[config.mk]
export PLATFORM = sky130hd
export DESIGN_NAME = hazard_ctrl
export DESIGN_NICKNAME = d
export VERILOG_FILES = /design/src/rtl/hazard_ctrl.sv
export SDC_FILE = /design/constraint.sdc
export NUM_CORES = 1
export LEC_CHECK = 0
export ABC_AREA = 1
export ABC_CLOCK_PERIOD_IN_PS = 3700
export CORE_UTILIZATION = 50
export DETAILED_ROUTE_END_ITERATION = 6
export MAX_ROUTING_LAYER = met4
export PLACE_DENSITY = 0.85
export SLEW_MARGIN = 20
export SYNTH_ARGS = -nofsm -noshare
export SYNTH_HDL_FRONTEND = slang
export SYNTH_SLANG_ARGS = --single-unit
[constraint.sdc]
create_clock -name clk -period 3.7 [get_ports clk]
set_input_delay 0.37 -clock clk [delete_from_list [all_inputs] [get_ports clk]]
set_output_delay 0.37 -clock clk [all_outputs]
set_load 0.03 [all_outputs]
[src/rtl/hazard_ctrl.sv]
// Pipeline hazard controller for a 5-stage core: load-use stalls, taken-branch
// flushes and multi-cycle mult/div occupancy of EX, plus a saturating stall counter.
module hazard_ctrl #(
  parameter int unsigned MDU_LAT = 4
) (
  input  logic        clk,
  input  logic        rst,
  input  logic        id_valid,
  input  logic [5:0]  id_opcode,
  input  logic [4:0]  id_rs,
  input  logic [4:0]  id_rt,
  input  logic        id_mdu,
  input  logic        ex_mem_read,
  input  logic [4:0]  ex_rt,
  input  logic        ex_branch_taken,
  output logic        pc_write,
  output logic        if_id_write,
  output logic        if_id_flush,
  output logic        id_ex_bubble,
  output logic        busy_state,
  output logic [15:0] stall_count
);

  localparam int unsigned CNT_W  = 4;
  localparam int unsigned STAT_W = 16;

  localparam logic [5:0] OP_RTYPE = 6'b000000;
  localparam logic [5:0] OP_J     = 6'b000010;
  localparam logic [5:0] OP_JAL   = 6'b000011;
  localparam logic [5:0] OP_BEQ   = 6'b000100;
  localparam logic [5:0] OP_BNE   = 6'b000101;
  localparam logic [5:0] OP_LUI   = 6'b001111;
  localparam logic [5:0] OP_SW    = 6'b101011;

  typedef enum logic {RUN, MDU_BUSY} state_t;

  state_t              state_q, state_d;
  logic [CNT_W-1:0]    mdu_cnt_q, mdu_cnt_d;
  logic [STAT_W-1:0]   stall_q;
  logic                rs_used, rt_used, load_use;

  // Source-register usage decode and load-use detection
  always_comb begin
    rs_used  = !(id_opcode == OP_J || id_opcode == OP_JAL || id_opcode == OP_LUI);
    rt_used  = (id_opcode == OP_RTYPE) || (id_opcode == OP_SW) ||
               (id_opcode == OP_BEQ)   || (id_opcode == OP_BNE);
    load_use = id_valid && ex_mem_read && (ex_rt != 5'd0) &&
               ((rs_used && (ex_rt == id_rs)) || (rt_used && (ex_rt == id_rt)));
  end

  // Next-state and pipeline control; flush has priority over all stalls
  always_comb begin
    state_d      = state_q;
    mdu_cnt_d    = mdu_cnt_q;
    pc_write     = 1'b1;
    if_id_write  = 1'b1;
    if_id_flush  = 1'b0;
    id_ex_bubble = 1'b0;
    if (rst) begin
      pc_write     = 1'b0;
      if_id_write  = 1'b0;
      if_id_flush  = 1'b1;
      id_ex_bubble = 1'b1;
    end else begin
      unique case (state_q)
        RUN: begin
          if (ex_branch_taken) begin
            if_id_write  = 1'b0;
            if_id_flush  = 1'b1;
            id_ex_bubble = 1'b1;
          end else if (load_use) begin
            pc_write     = 1'b0;
            if_id_write  = 1'b0;
            id_ex_bubble = 1'b1;
          end else if (id_valid && id_mdu) begin
            mdu_cnt_d = CNT_W'(MDU_LAT - 1);
            state_d   = MDU_BUSY;
          end
        end
        MDU_BUSY: begin
          if (ex_branch_taken) begin
            if_id_write  = 1'b0;
            if_id_flush  = 1'b1;
            id_ex_bubble = 1'b1;
            mdu_cnt_d    = '0;
            state_d      = RUN;
          end else begin
            pc_write     = 1'b0;
            if_id_write  = 1'b0;
            id_ex_bubble = 1'b1;
            mdu_cnt_d    = mdu_cnt_q - CNT_W'(1);
            // A zero count here can only be stale; never stay busy on it
            if (mdu_cnt_q <= CNT_W'(1)) state_d = RUN;
          end
        end
        default: state_d = RUN;
      endcase
    end
  end

  // State, MDU counter and saturating stall statistic
  always_ff @(posedge clk) begin
    if (rst) begin
      state_q   <= RUN;
      mdu_cnt_q <= '0;
      stall_q   <= '0;
    end else begin
      state_q   <= state_d;
      mdu_cnt_q <= mdu_cnt_d;
      if (!pc_write && (stall_q != {STAT_W{1'b1}}))
        stall_q <= stall_q + STAT_W'(1);
    end
  end

  assign busy_state  = (state_q == MDU_BUSY);
  assign stall_count = stall_q;

endmodule

==> flow_summary.ini <==
[run_status]
status = finished with violations
violations = design-rule violations

[synth]
ys_types = 27
ys_seq_area_frac = 0.280
yosys-top-cells-count = nand2_1 (50), nand3_1 (33), inv_1 (27)
synthArstFlopShare = 0
avgSynthCellArea_um2 = 6.78
syn_inst = 221
post-synth-top-area-cell = dfxtp_1
ys.flop_type = dfxtp_1
yosysTopAreaCellShare = 0.280
syn_nets = 251
yosys_warnings = 0
synth_edf_count = 0
synthesis.area_um2 = 1500
ys_ff_latch = 21
yosysMostFrequentCell = nand2_1
ys_top_cells_by_area = dfxtp_1 (28%), nand2_1 (13%), nand3_1 (11%)

[worst_hold_path]
min_to = mdu_cnt_q[3]
hp-class = reg2reg
hold_depth = 2
hp-start = mdu_cnt_q[3]

[drt]
routed_wl_um = 3640
wl_per_cell_um = 12.2
drtAntennaViolNets = 0
first_pass_iters = 7
via_per_inst = 5.25
drc_errors = 14
dr_total_vias = 1570
initialDrtViolationCount = 129

[placement]
numPortBuffers = 47
dp_cells = 295
dpl.hpwl_um = 2750
routabilityCongestion = 0.863

[power_and_ir_drop]
irDropWorstVdd_v = 0.000230
power_density_nw_per_um2 = 230
p_clk_frac = 0.253
total_power_uw = 462
intPower_uw = 325
switching_share = 0.297
power_switching_uw = 137
pwr-share-comb = 0.235
p_leak_nw = 0.806
seqPwrFrac = 0.512

[die]
placementRows = 19
core_um2 = 2810
die_x_um = 56.8
dieArea_um2 = 3220
die_h_um = 56.8
initial_core_util = 0.534
ios = 48

[layout]
seq_area_um2 = 420
nFillCells = 251
post_layout_nonfiller_instances = 299
multi_input_area_um2 = 942
drive_gt1_frac = 0.0784
final_nets = 299
diodes = 0
syn_to_final_growth_pct = 34.2

[clock_network]
cts.clk_slew.worst_paths_ps = 110
clk_latency_ps = 320
cts_resized = 0
cts_sinks = 21
cts-root-buf = clkbuf_4
cts.htree.levels = 1
cts_hold_buffers = 0
cts_buffers = 3
cts_max_path_buffers = 2
cts_setup_buffers = 0
cts_tree = yes

[global_routing]
grt_pass1_wl_um = 6110
grt_pass1_vias = 1428
grt_max_degree = 20
grt_overflow_total = 0
track_usage = 0.243
antenna_found_initial = 0

[sta]
worstMarginPinSlew_ps = 348
finalCritPeriodShare = 0.765
fmax_ghz = 0.353
max_slew_margin = 0.766
holdWs_ps = 490
rsz0062_at_grt = no
setup_viol_count_final = 0
slew_violations = 0
hold_viol = 0
fin_crit_ps = 2830
finalClockSkew_ps = 11.3
fin_setup_tns_ps = 0

[critical_path]
critPathLaunchType = input pin
rr_endpoint = stall_count[13]
cp-end-kind = output pin
cp_data_arrival_time_ps = 2460
worstRegToRegCells = 8
worstPathRequired_ps = 3330
crit_type = in2out
crit-reg2reg-launch = stall_count[0]
path_max_fanout = 19
timing.reg2reg.setup_slack_ps = 1610

[job]
cap_viol_max_count = 0
per-layer routing:
metal  up-vias  share of wire  wire, µm  track usage
met3         4          0.074       270       0.0415
met4         0          0.011        40       0.0767
li1        812              -         -            -
met1       709           0.44      1610        0.296
met5         -              0         0            -
met2        45           0.47      1730        0.408
cell usage in the layout (no fill, tap or decap), types with 2 or more instances in the layout:
cell type,n
a21oi_1,8
a21oi_2,10
clkbuf_4,3
clkdlybuf4s50_1,47
dfxtp_1,21
ha_1,3
inv_1,27
nand2_1,50
nand2_4,2
nand3_1,33
nand4_1,4
nor2_1,18
nor3_1,4
nor4_1,2
o21ai_0,4
xnor2_1,8
xor2_1,14
layout make-up:
cell class	instances	area share
Timing Repair Buffer	48	0.238
Tap cell	31	0.0193
Inverter	28	0.0522
Clock buffer	3	0.0112
Multi-Input combinational cell	167	0.468
Sequential cell	21	0.209
Clock inverter	1	0.00249
logic make-up (layout without fill, tap and decap cells):
| kind of cell | count (synthesis) | count (layout) | synth area share |
|---|---|---|---|
| and+or+nand+nor | 117 | 117 | 0.363 |
| buffers and inverters | 33 | 80 | 0.0910 |
| xor gates and xnor gates | 22 | 22 | 0.129 |
| adders and majority gates | 3 | 3 | 0.0250 |
| DFF | 21 | 21 | 0.280 |
| AOI/OAI and AO/OA | 25 | 25 | 0.112 |
critical path: stages:
cell and delay (ps):
clkdlybuf4s50_1 500, inv_1 60, nand2_1 70, nor2_1 40, nand3_1 60, nand3_1 90
nand2_1 80, nand2_1 50, nand2_1 70, nand2_1 70, nand2_1 100, nand2_4 150
inv_1 90, clkdlybuf4s50_1 660
how the worst max path moves through the flow:
stage	startpoint	endpoint	slack, ps	cells past startpoint
after floorplan	rst	id_ex_bubble	1500	5
after global routing	id_opcode[3]	pc_write	710	12
final	id_opcode[2]	pc_write	870	14
after CTS	id_opcode[2]	pc_write	860	14
after detailed placement	id_opcode[2]	pc_write	870	14
after global placement	id_opcode[2]	pc_write	890	14
flip-flops by register name, summed over array words and instances, names as in the netlist:
register / cells
stall_count: 16
mdu_cnt_q: 4
busy_state: 1
per-stage QoR:
| stage | setup WS, ps | utilization | area (µm²) |
|---|---|---|---|
| detailed placement | 870 | 0.707 | 1980 |
| global placement | 895 | 0.707 | 1980 |
| CTS | 864 | 0.717 | 2010 |
| floorplan | 1500 | - | 1500 |
| finish | 869 | 0.717 | 2010 |
| global route | 706 | 0.717 | 2010 |
power by group through the flow:
stage	Clock (mW)	Combinational, mW	Sequential [mW]
floorplan	0	0.0549	0.245
global placement	0	0.107	0.241
detailed placement	0	0.108	0.241
CTS	0.118	0.109	0.236
global route	0.123	0.120	0.237
finish	0.117	0.109	0.236
(Power assumes the default switching activity.)
